File: config.mk
export PLATFORM = sky130hd
export DESIGN_NAME = ws_col_seq
export DESIGN_NICKNAME = d
export VERILOG_FILES = /design/src/rtl/ws_pkg.sv /design/src/rtl/ws_valid_tracker.sv /design/src/rtl/ws_col_seq.sv
export SDC_FILE = /design/constraint.sdc
export NUM_CORES = 1
export LEC_CHECK = 0
export ABC_AREA = 1
export BUFFER_PORTS_ARGS = -buffer_cell sky130_fd_sc_hd__buf_4
export CAP_MARGIN = 25
export CORE_MARGIN = 5
export CORE_UTILIZATION = 51
export CTS_CLUSTER_SIZE = 24
export DETAILED_ROUTE_END_ITERATION = 6
export PLACE_DENSITY = 0.8
export SLEW_MARGIN = 20
export SYNTH_ARGS = -nofsm -noshare
export SYNTH_HDL_FRONTEND = slang
export SYNTH_HIERARCHICAL = 1
export SYNTH_SLANG_ARGS = --single-unit
File: constraint.sdc
create_clock -name clk_i -period 1.7 [get_ports clk_i]
set_input_delay 0.17 -clock clk_i [delete_from_list [all_inputs] [get_ports clk_i]]
set_output_delay 0.17 -clock clk_i [all_outputs]
set_load 0.01 [all_outputs]
File: src/rtl/ws_pkg.sv
// ws_pkg: state encoding and constants shared by the weight-stationary column sequencer.
package ws_pkg;

    localparam int DATA_TYPE_DEFAULT = 16;
    localparam logic [15:0] BFP16_ZERO = 16'h0000;

    typedef enum logic [2:0] {
        IDLE   = 3'd0,
        LOAD   = 3'd1,
        STREAM = 3'd2,
        DRAIN  = 3'd3,
        DONE   = 3'd4
    } ws_seq_state_t;

endpackage

File: src/rtl/ws_valid_tracker.sv
// ws_valid_tracker: DEPTH-stage serial shift register marking which column slots carry a
// real vector; any_o reports whether any vector is still in flight.
module ws_valid_tracker #(
    parameter int DEPTH = 4
) (
    input  logic clk_i,
    input  logic rst_i,
    input  logic push_i,
    output logic out_o,
    output logic any_o
);

    logic [DEPTH-1:0] sr_q;

    generate
        if (DEPTH == 1) begin : g_single
            always_ff @(posedge clk_i or posedge rst_i) begin
                if (rst_i) sr_q <= '0;
                else       sr_q <= push_i;
            end
        end else begin : g_shift
            always_ff @(posedge clk_i or posedge rst_i) begin
                if (rst_i) sr_q <= '0;
                else       sr_q <= {sr_q[DEPTH-2:0], push_i};
            end
        end
    endgenerate

    assign out_o = sr_q[DEPTH-1];
    assign any_o = |sr_q;

endmodule

File: src/rtl/ws_col_seq.sv
// ws_col_seq: preloads one weight per PE row, then streams ifmap vectors down the column.
// Defining WS_COL_SEQ_STALL_CNT_EN adds stall_cnt_o (STREAM cycles starved of x_valid_i).
//   state  | meaning
//   IDLE   | waiting for start_i
//   LOAD   | accepting one weight per row, top row first
//   STREAM | accepting ifmap vectors with a zero psum at the top
//   DRAIN  | waiting for in-flight vectors to leave the column
//   DONE   | one-cycle done_o pulse
module ws_col_seq
    import ws_pkg::*;
#(
    parameter int ROWS      = 4,
    parameter int DATA_TYPE = DATA_TYPE_DEFAULT,
    parameter int PE_LAT    = 1,
    parameter int CNT_W     = 11
) (
    input  logic                 clk_i,
    input  logic                 rst_i,
    input  logic                 start_i,
    input  logic [CNT_W-1:0]     n_vec_i,
    output logic                 busy_o,
    output logic                 done_o,
    input  logic                 w_valid_i,
    output logic                 w_ready_o,
    input  logic [DATA_TYPE-1:0] w_data_i,
    input  logic                 x_valid_i,
    output logic                 x_ready_o,
    input  logic [DATA_TYPE-1:0] x_data_i,
    output logic [ROWS-1:0]      pe_ctrl_o,
    output logic [DATA_TYPE-1:0] pe_in_o,
    output logic [DATA_TYPE-1:0] pe_ifmap_o,
    output logic                 out_valid_o
`ifdef WS_COL_SEQ_STALL_CNT_EN
    ,
    output logic [31:0]          stall_cnt_o
`endif
);

    localparam int DEPTH = ROWS * PE_LAT;
    localparam int ROW_W = (ROWS > 1) ? $clog2(ROWS) : 1;

    ws_seq_state_t        state_q, state_d;
    logic [ROW_W-1:0]     row_q, row_d;
    logic [CNT_W-1:0]     cnt_q, cnt_d;
    logic [ROWS-1:0]      pe_ctrl_q, pe_ctrl_d;
    logic [DATA_TYPE-1:0] pe_in_q, pe_in_d;
    logic [DATA_TYPE-1:0] pe_ifmap_q, pe_ifmap_d;
    logic                 out_valid_q;
    logic                 x_hs;
    logic                 trk_out;
    logic                 trk_any;

    assign x_hs = (state_q == STREAM) && x_valid_i;

    ws_valid_tracker #(
        .DEPTH(DEPTH)
    ) u_tracker (
        .clk_i (clk_i),
        .rst_i (rst_i),
        .push_i(x_hs),
        .out_o (trk_out),
        .any_o (trk_any)
    );

    always_comb begin
        state_d    = state_q;
        row_d      = row_q;
        cnt_d      = cnt_q;
        pe_ctrl_d  = '1;
        pe_in_d    = pe_in_q;
        pe_ifmap_d = pe_ifmap_q;
        case (state_q)
            IDLE: begin
                if (start_i) begin
                    cnt_d   = n_vec_i;
                    row_d   = '0;
                    state_d = LOAD;
                end
            end
            LOAD: begin
                if (w_valid_i) begin
                    pe_in_d   = w_data_i;
                    pe_ctrl_d = ~(ROWS'(1) << row_q);
                    if (row_q == ROW_W'(ROWS - 1)) begin
                        row_d   = '0;
                        state_d = (cnt_q == '0) ? DONE : STREAM;
                    end else begin
                        row_d = row_q + ROW_W'(1);
                    end
                end
            end
            STREAM: begin
                if (x_valid_i) begin
                    pe_ifmap_d = x_data_i;
                    pe_in_d    = DATA_TYPE'(BFP16_ZERO);
                    cnt_d      = cnt_q - CNT_W'(1);
                    if (cnt_q == CNT_W'(1)) state_d = DRAIN;
                end
            end
            DRAIN: begin
                if (!trk_any) state_d = DONE;
            end
            DONE:    state_d = IDLE;
            default: state_d = IDLE;
        endcase
    end

    always_ff @(posedge clk_i or posedge rst_i) begin
        if (rst_i) begin
            state_q     <= IDLE;
            row_q       <= '0;
            cnt_q       <= '0;
            pe_ctrl_q   <= '1;
            pe_in_q     <= '0;
            pe_ifmap_q  <= '0;
            out_valid_q <= 1'b0;
        end else begin
            state_q     <= state_d;
            row_q       <= row_d;
            cnt_q       <= cnt_d;
            pe_ctrl_q   <= pe_ctrl_d;
            pe_in_q     <= pe_in_d;
            pe_ifmap_q  <= pe_ifmap_d;
            // Extra stage aligns out_valid_o with the bottom psum, one cycle after the last tracker slot.
            out_valid_q <= trk_out;
        end
    end

    assign busy_o      = (state_q != IDLE);
    assign done_o      = (state_q == DONE);
    assign w_ready_o   = (state_q == LOAD);
    assign x_ready_o   = (state_q == STREAM);
    assign pe_ctrl_o   = pe_ctrl_q;
    assign pe_in_o     = pe_in_q;
    assign pe_ifmap_o  = pe_ifmap_q;
    assign out_valid_o = out_valid_q;

`ifdef WS_COL_SEQ_STALL_CNT_EN
    logic [31:0] stall_q;

    always_ff @(posedge clk_i or posedge rst_i) begin
        if (rst_i) begin
            stall_q <= '0;
        end else if ((state_q == IDLE) && start_i) begin
            stall_q <= '0;
        end else if ((state_q == STREAM) && !x_valid_i && (stall_q != '1)) begin
            stall_q <= stall_q + 32'd1;
        end
    end

    assign stall_cnt_o = stall_q;
`endif

endmodule

After elaboration in Yosys (flattened, before gate mapping)
Index checks and enable logic that the tools add are counted.
{"block": "totals", "ff_bits": 57, "latch_bits": 0, "ramBits": 0, "romBits": 0, "in_bits": 48, "output_inout_bits": 41, "wordCells": 57, "n_memories": 0}
{"block": "classes", "n_addsub": 2, "multipliers": 0, "n_div": 0, "order_cmp": 0, "n_eq_ne": 12, "shifts": 1, "mux": 20, "bitwise_logic": 1, "reduce_logical": 13}
{"cell": "$mux W16", "n": 2}
{"cell": "$pmux W16 S2", "n": 1}
{"cell": "$mux W11", "n": 2}
{"cell": "$pmux W11 S2", "n": 1}
{"cell": "$mux W3", "n": 7}
{"cell": "$pmux W3 S4", "n": 1}
{"cell": "$eq A11 B1 Y1 const B", "n": 1}
{"cell": "$logic_not A11 Y1", "n": 1}
{"cell": "$sub A11 B1 Y11 const B", "n": 1}
{"cell": "$reduce_and A3 Y1", "n": 3}
{"cell": "$mux W4", "n": 2}
{"cell": "$ne A2 B2 Y1 const B", "n": 4}
{"cell": "$eq A3 B2 Y1 const B", "n": 2}
{"cell": "$mux W2", "n": 3}
{"cell": "$reduce_and A6 Y1", "n": 1}
{"cell": "$reduce_bool A2 Y1", "n": 3}
{"cell": "$ne A2 B1 Y1 const B", "n": 2}
{"cell": "$not A4 Y4", "n": 1}
{"cell": "$pmux W2 S2", "n": 1}
{"cell": "$reduce_or A4 Y1", "n": 1}
{"cell": "$shl A1 B2 Y4 const A", "n": 1}
{"cell": "$eq A3 B1 Y1 const B", "n": 1}
{"cell": "$eq A3 B3 Y1 const B", "n": 1}
{"cell": "$logic_not A3 Y1", "n": 1}
{"cell": "5 further kinds", "n": 5}

Depth between registers and ports, before layout
Gate-level depths: netlist (run 1).
{"block": "depth", "word_depth": 5, "ltp_mapped": 9, "mapped_depth_nobuf": 9}

Cells and area by module
The synthesis (run 1) kept the hierarchy.
{"mod": "ws_col_seq", "instances": 1, "cells_each": 333, "area_per_inst_um2": 2693.8, "seq_area_each_um2": 1331.3}
{"mod": "ws_valid_tracker", "instances": 1, "cells_each": 8, "area_per_inst_um2": 115.1, "seq_area_each_um2": 100.1}

Worst setup path before layout (run 1)
OpenSTA, ideal clock, no wires.
{"block": "synth_timing", "path_type": "flip-flop to flip-flop", "start": "register cnt_q[0]", "end": "register cnt_q[6]", "setup_ns": 0.117, "t_arrival_ns": 1.156, "required_time_ns": 1.583, "path_slack_ns": 0.426, "stages_incl_launch_ff": 10, "path_buffers": 0, "period_less_slack_ns": 1.274, "path_cell_list": "dfrtp_1 -> inv_1 -> ha_1 -> nand2_1 -> inv_1 -> nand2_1 -> nand2_1 -> nand3_1 -> nand3_1 -> nand2_1"}
{"block": "synth_via", "elab_chain_len": 3}
{"item": "from (decl)", "line": "ws_col_seq.sv:44", "rtl": "logic [CNT_W-1:0] cnt_q, cnt_d;"}
{"item": "from (signal assigned)", "line": "ws_col_seq.sv:120", "rtl": "cnt_q <= cnt_d;"}
{"item": "$sub A11 B1 Y11", "line": "ws_col_seq.sv:96", "rtl": "cnt_d = cnt_q - CNT_W'(1);"}
{"item": "$mux W11", "line": "ws_col_seq.sv:93", "rtl": "if (x_valid_i) begin"}
{"item": "$pmux W11 S2", "line": "ws_col_seq.sv:72", "rtl": "case (state_q)"}
Every way passes these cells. The select of a mux whose other input is x is not followed.
A chain may end at the register's enable or synchronous reset.

Worst setup path in the final report (run 1)
{"block": "layout_timing", "start": "register state_q[2]", "end": "output x_ready_o"}
{"block": "layout_via", "elab_chain_len": 1}
{"item": "from (decl)", "line": "ws_col_seq.sv:42", "rtl": "ws_seq_state_t state_q, state_d;"}
{"item": "from (signal assigned)", "line": "ws_col_seq.sv:118", "rtl": "state_q <= state_d;"}
{"item": "$eq A3 B2 Y1", "line": "ws_col_seq.sv:132", "rtl": "assign x_ready_o = (state_q == STREAM);"}
{"item": "to (decl)", "line": "ws_col_seq.sv:27", "rtl": "output logic x_ready_o,"}
Every way passes these cells.

==> impl_results.md, run 1 <==
- Yosys reg bits: 57
- Final Net Count: 488
- Max VDD drop: 0.9737 mV
- Post-CTS Setup Repair Bufs: 0
- Design area: around 0.0037 mm2
- CP Launch Type: register
- RSZ-0062 raised after global routing: false
- Post-synth cell types: 30
- Max-cap violation count: 0
- Via count: around 2500
- Max-Slew Margin vs Limit: 0.7236
- Die W: around 84 um
- Core area: around 0.0054 mm2
- Hold Crit Endpoint: pe_ifmap_o[4]$_DFFE_PP0P_
- Layout Skew: ~0.0076 ns
- CTS H-tree depth: 3
- Clock root buffer: clkbuf_8
- DR DRC count: 0
- Crit share post-route: 0.9515
- CP Class: reg2out
- Non-filler cells, final: around 500
- Top Ports: between 80 and 90
- Cell area after synthesis: about 0.0028 mm2
- P&R area growth vs syn: 31.27%
- Min Tclk post-route: between 1.5 and 2 ns
- Iter 0 DRT Violations: 204
- Hold Startpoint: x_data_i[4]
- Dpl cells: about 490
- Syn_nets: between 300 and 400
- Largest net degree at the start of global routing: 27
- Initial antenna violation count: 0
- Power per cell area: 1768 mW/mm2
- Leak: roughly 2.0 nW
- Buffers on Ports: 88
- Diode count: 0
- Worst-Skew Late Latency: roughly 0.33 ns
- F_max: slightly above 600 MHz
- Final Wtd Congestion: 0.8815
- Top cell type's share of synthesized area: 0.4722
- Multiplexer share of the synthesized area: 0
- Sequential area share after synthesis: 0.5096
- Fin. Hold Viols: 0
- Final Max Slew Viols: 0
- Largest family of logic cells by synthesized area: simple AND/OR/NAND/NOR gates
- Layout cell share with drive strength beyond 1: 0.3037
- Total clock sinks: 57
- Depth of the worst hold-timing path: 3
- Setup TNS Final: 0 ns
- Count of final setup violators: 0
- Synth Area in Compound Gates: 0.04321
- Worst hold path class: in2reg
- Starting Density: 0.5164
- Outcome: finished clean
- Worst EP arrival: about 1.5 ns
- Worst r2r path cells: 8
- R2R Path End: cnt_q[3]$_DFFE_PP0P_
- First-pass GRT wire length: 11500 um
- Placed cell areas: approximately 0.0035 mm2
- Detail Placement HPWL: 4926 um
- Number of global-route vias before repair: approximately 2500
- RR Startpoint: state_q[2]$_DFFE_PP0P_
- Worst-Margin Slew: between 0.4 and 0.5 ns
- ANT nets after route: 0
- Row count: 27
- DRT Pass-1 Iters: 4
- Die H: approximately 84 um
- Clk buf depth: 2
- Post-synthesis xor/xnor area fraction: 0
- Wire per inst: 13.23 um
- Post-synthesis adder-cell area fraction: 0.03118
- Simple-gate share of the synthesized area: 0.3430
- Main area contributors after synthesis: dfrtp_1, nand2_1, nand3_1
- Cell count after synthesis: between 300 and 400
- All-Layer GR Usage: 0.1993
- CP Capture Type: output port
- Cell taking the most area after synthesis: dfrtp_1
- Global route overflow: 0
- Avg Vias per Cell: approximately 5
- Die ar.: approximately 0.0071 mm2
- Final WL: ~6700 um
- Critical Path RT: approximately 1.5 ns
- Num CTS Buffers: 9
- R2r setup slk: 0.18 ns
- Worst-path fanout max: 19
- Fill count: between 400 and 500
- Syn avg cell area: ~8.2 um2
- CTS tree: done
- Synth Warn #: 6
- Clk pin slew, worst setup/hold paths: around 0.070 ns
worst max path at each step:
stage / start / end / slack [ns] / cells after the start
5_1_grt: state_q[2]$_DFFE_PP0P_ / x_ready_o / 0.005 / 5
3_5_place_dp: state_q[1]$_DFFE_PP0P_ / cnt_q[3]$_DFFE_PP0P_ / 0.18 / 7
2_1_floorplan: rst_i / cnt_q[0]$_DFFE_PP0P_ / 0.25 / 1
6_report: state_q[2]$_DFFE_PP0P_ / x_ready_o / 0.08 / 5
3_3_place_gp: state_q[2]$_DFFE_PP0P_ / cnt_q[3]$_DFFE_PP0P_ / 0.24 / 8
4_1_cts: state_q[1]$_DFFE_PP0P_ / x_ready_o / 0.06 / 4
cell families after synthesis:
group           Yosys count
simple gates            217
flops                    57
buf+inv                  40
compound gates           20
fa+ha+maj                 7
placed cells by master, fill, tap and decap left out, types with 2 or more instances in the layout:
master / n
nand3_1: 54
a21oi_1: 3
nand2_4: 4
buf_4: 93
o21ai_0: 6
inv_1: 20
dfrtp_1: 52
nor2_1: 24
inv_2: 6
clkbuf_8: 10
a21oi_2: 2
dfstp_2: 4
clkbuf_1: 3
o21ai_1: 6
or2_0: 2
nor2_4: 2
nand2_1: 120
clkinv_2: 2
nor2_2: 2
ha_1: 7
nor3_1: 2
nand2_2: 2
cell type report:
| type | count | area, um2 | share of cell area |
|---|---|---|---|
| Clock buffer | 13 | 148.9 | 0.04038 |
| Clock inverter | 3 | 17.52 | 0.004751 |
| Inverter | 26 | 97.59 | 0.02647 |
| Multi-Input combinational cell | 244 | 1172 | 0.3179 |
| Sequential cell | 57 | 1433 | 0.3885 |
| Tap cell | 72 | 90.09 | 0.02443 |
| Timing Repair Buffer | 95 | 728.2 | 0.1975 |
repair_timing:
item | 4_1_cts | 5_1_grt
hold buffers | 1 | 0
hold endpoints to repair | 18 | 0
setup endpoints to repair | 0 | 1
resized for setup | 0 | 1
sequential cells by signal (all words and copies together), names as in the netlist:
register / count
pe_ifmap_o: 16
out_valid_o: 1
row_q: 2
cnt_q: 11
state_q: 3
pe_ctrl_o: 4
u_tracker/sr_q: 4
pe_in_o: 16
Yosys cell counts (all sizes together):
master,count
nand2,126
nand3,55
dfrtp,53
nor2,28
inv,26
buf,13
o21ai,13
ha,7
a21oi,5
dfstp,4
nor3,2
or2,2
and2,1
clkbuf,1
nand3b,1
nand4,1
nor3b,1
o211ai,1
o21bai,1
stage by stage:
stage | power [mW] | hold slack, ns | setup slack [ns] | utilization
2_1_floorplan | 4.367 | -0.06392 | 0.2504 | -
3_3_place_gp | 5.336 | 0.07036 | 0.2424 | 0.6453
3_5_place_dp | 5.447 | 0.08187 | 0.1785 | 0.6453
4_1_cts | 6.545 | 0.02213 | 0.06404 | 0.6777
5_1_grt | 7.083 | 0.02378 | 0.004882 | 0.6779
6_report | 6.520 | 0.02880 | 0.08241 | 0.6779
worst max-delay path, stage by stage (launching register included):
cell and delay, ns:
dfrtp_1 0.43, inv_2 0.10, nand2_2 0.06, nor2_4 0.11, buf_4 0.25, buf_4 0.16
power by group:
| group | internal (mW) | switching (mW) |
|---|---|---|
| combinational | 1.28 | 1.76 |
| clock | 0.565 | 0.512 |
| sequential | 1.94 | 0.466 |
| total | 3.78 | 2.74 |
routing by layer:
layer | GRT usage | up-vias | routed length, um
met5 | 0 | - | 0
met4 | 0.05263 | 0 | 61
met3 | 0.07949 | 6 | 537
met2 | 0.3128 | 83 | 3265
met1 | 0.2579 | 1193 | 2881
li1 | - | 1262 | -
No activity file was read; power rests on OpenSTA's default activity.
==> run 2, diff against run 1 <==
--- a/config.mk
+++ b/config.mk
@@ -8,7 +8,6 @@
 export ABC_AREA = 1
 export BUFFER_PORTS_ARGS = -buffer_cell sky130_fd_sc_hd__buf_4
 export CAP_MARGIN = 25
-export CORE_MARGIN = 5
 export CORE_UTILIZATION = 51
 export CTS_CLUSTER_SIZE = 24
 export DETAILED_ROUTE_END_ITERATION = 6
==> impl_results.md, run 2 (synthesis results as in run 1) <==
- Outcome: finished clean
- Critical Path RT: 1.53 ns (about the same)
- Buffers on Ports: 88 (unchanged)
- Crit share post-route: 0.9223 (-0.02927)
- Post-CTS Setup Repair Bufs: 0 (unchanged)
- Detail Placement HPWL: 4412 um (-10%)
- Fill count: 427 (-7.2%)
- Row count: 26 (-3.7%)
- Max incr delay on CP: 0.44 ns (about the same)
- All-Layer GR Usage: 0.2318 (+0.03252)
- Crit-path slowest cell: dfrtp_1
- Worst EP arrival: 1.40 ns (-0.05 ns)
- Final WL: 6219 um (-7.8%)
- Power per cell area: 1754 mW/mm2 (-0.80%)
- Starting Density: 0.5397 (+0.02322)
- Max-cap violation count: 0 (unchanged)
- Most frequent cells in the layout: nand2_1, buf_4, nand3_1, dfrtp_1, nor2_1
- Fin worst setup slack: 0.1322 ns (+0.04976 ns)
- DRT Pass-1 Iters: 4 (unchanged)
- Worst hold path class: in2reg
- F_max: 637.8 MHz (+3.2%)
- Count of final setup violators: 0 (unchanged)
- Final Net Count: 487 (-0.20%)
- Num CTS Buffers: 9 (unchanged)
- Final Wtd Congestion: 0.8241 (-6.5%)
- Min Tclk post-route: 1.568 ns (-0.04976 ns)
- Worst-Margin Slew: 0.4110 ns (-0.002205 ns)
- Clk pin slew, worst setup/hold paths: 0.06 ns (about the same)
- DR DRC count: 0 (unchanged)
- Avg Vias per Cell: 4.947 (-0.83%)
- CTS tree: done
- Initial antenna violation count: 0 (unchanged)
- Via count: 2508 (-1.4%)
- Layout cell share with drive strength beyond 1: 0.3021 (-0.001593)
- Final Max Slew Viols: 0 (unchanged)
- ANT nets after route: 0 (unchanged)
- First-pass GRT wire length: 10760 um (-6.5%)
- Number of global-route vias before repair: 2433 (-2.7%)
- Wire per inst: 12.27 um (-7.3%)
- Total clock sinks: 57 (unchanged)
- Leak: 1.999 nW (+0.20%)
- CP Class: reg2out
- Iter 0 DRT Violations: 94 (-54%)
- CP Capture Type: output port
- Most common cell after layout, fill and taps aside: nand2_1
- Global routing met3 resource utilization: 0.06467 (-0.01482)
- Setup TNS Final: 0 ns (unchanged)
- Dpl ws: 0.2167 ns (+0.03818 ns)
- RSZ-0062 raised after global routing: false
- Top Ports: 89 (unchanged)
- CP Launch Type: register
- P&R area growth vs syn: 30.96%
- Die ar.: 0.005809 mm2 (-18%)
- Die H: 76.22 um (-9.5%)
- Largest net degree at the start of global routing: 33 (+22%)
- R2r setup slk: 0.19 ns (about the same)
- Clock root buffer: clkbuf_8
- Max-Slew Margin vs Limit: 0.7251 (+0.001475)
- Diode count: 0 (unchanged)
- CTS H-tree depth: 3 (unchanged)
- Crit path cell chain: inv_2 > nand2_2 > nor2_4 > buf_6 > buf_4
- Max VDD drop: 0.9304 mV (-4.5%)
- GRT Max-Usage Layer: met2
- Fin. Hold Viols: 0 (unchanged)
- GRT met2 Usage: 0.3937 (+0.08092)
- Worst-Skew Late Latency: 0.33 ns (about the same)
- Layout Skew: 0.009390 ns (+0.001763 ns)
- Die W: 76.22 um (-9.5%)
- Clk buf depth: 2 (unchanged)
- Met1 Track Usage GR: 0.2825 (+0.02464)
- Global route overflow: 0 (unchanged)
- Core area: 0.005205 mm2 (-4.3%)
- Worst-path fanout max: 19 (unchanged)
-- run 2: changes by cell type in the layout (fill, tap and decap cells not counted) --
cell	previous run	this run
clkinv_2	2	4
clkinvlp_4	1	0
dfrtp_2	1	0
buf_6	0	1
clkbuf_1	3	2
dfrtp_1	52	53
buf_4	93	91
-- run 2: routing by layer --
metal  vias to the layer above  share of wire
met5                         -              0
met4                         0         0.0098
met3                         9          0.065
met2                        97           0.49
met1                      1142           0.44
li1                       1260              -
-- run 2: area by class of cell --
class,count,area (um2),area share
clock buffers,12,145.1,0.03946
clock inverters,4,20.02,0.005442
inverters,26,97.59,0.02653
multi-input cells,244,1172,0.3187
flip-flops and latches,57,1431,0.3891
well taps,70,87.58,0.02381
repair buffers,94,724.4,0.1969
-- run 2: critical path, delay by kind of cell (launching register included) --
| family | cells | cell delay (ns) |
|---|---|---|
| simple gates | 2 | 0.18 |
| buf+inv | 3 | 0.45 |
| flops | 1 | 0.44 |
-- run 2: final timing paths --
| kind | to | from | cells after the start |
|---|---|---|---|
| min in group asynchronous | u_tracker/sr_q[0]$_DFF_PP0_ | rst_i | 3 |
| worst min-delay path | pe_ifmap_o[15]$_DFFE_PP0P_ | x_data_i[15] | 3 |
| worst max-delay path | x_ready_o | state_q[2]$_DFFE_PP0P_ | 5 |
| max in group asynchronous | pe_ctrl_o[3]$_DFF_PP1_ | rst_i | 4 |
| worst max register to register | cnt_q[3]$_DFFE_PP0P_ | state_q[2]$_DFFE_PP0P_ | 8 |
| worst min register to register | out_valid_o$_DFF_PP0_ | u_tracker/sr_q[3]$_DFF_PP0_ | 0 |
-- run 2: power by group --
group	switching, mW	internal (mW)	total (mW)
sequential	0.457	1.94	2.39
combinational	1.72	1.27	2.99
clock	0.516	0.559	1.07
total	2.69	3.76	6.45
-- run 2: timing repair --
action	4_1_cts	5_1_grt
endpoints found under the hold margin	53	0
resized for setup	0	1
hold buffers	1	0
setup endpoints to repair	0	1
-- run 2: metrics by stage --
step	total power, mW	area [um2]	std cells	hold slack [ns]	util
finish	6.453	3679	507	0.03384	0.7067
global route	6.978	3679	507	0.01666	0.7067
CTS	6.484	3675	507	0.02321	0.7060
detailed placement	5.383	3500	490	0.07986	0.6724
global placement	5.294	3500	490	0.07369	0.6724
floorplan	4.367	2809	341	-0.06392	-
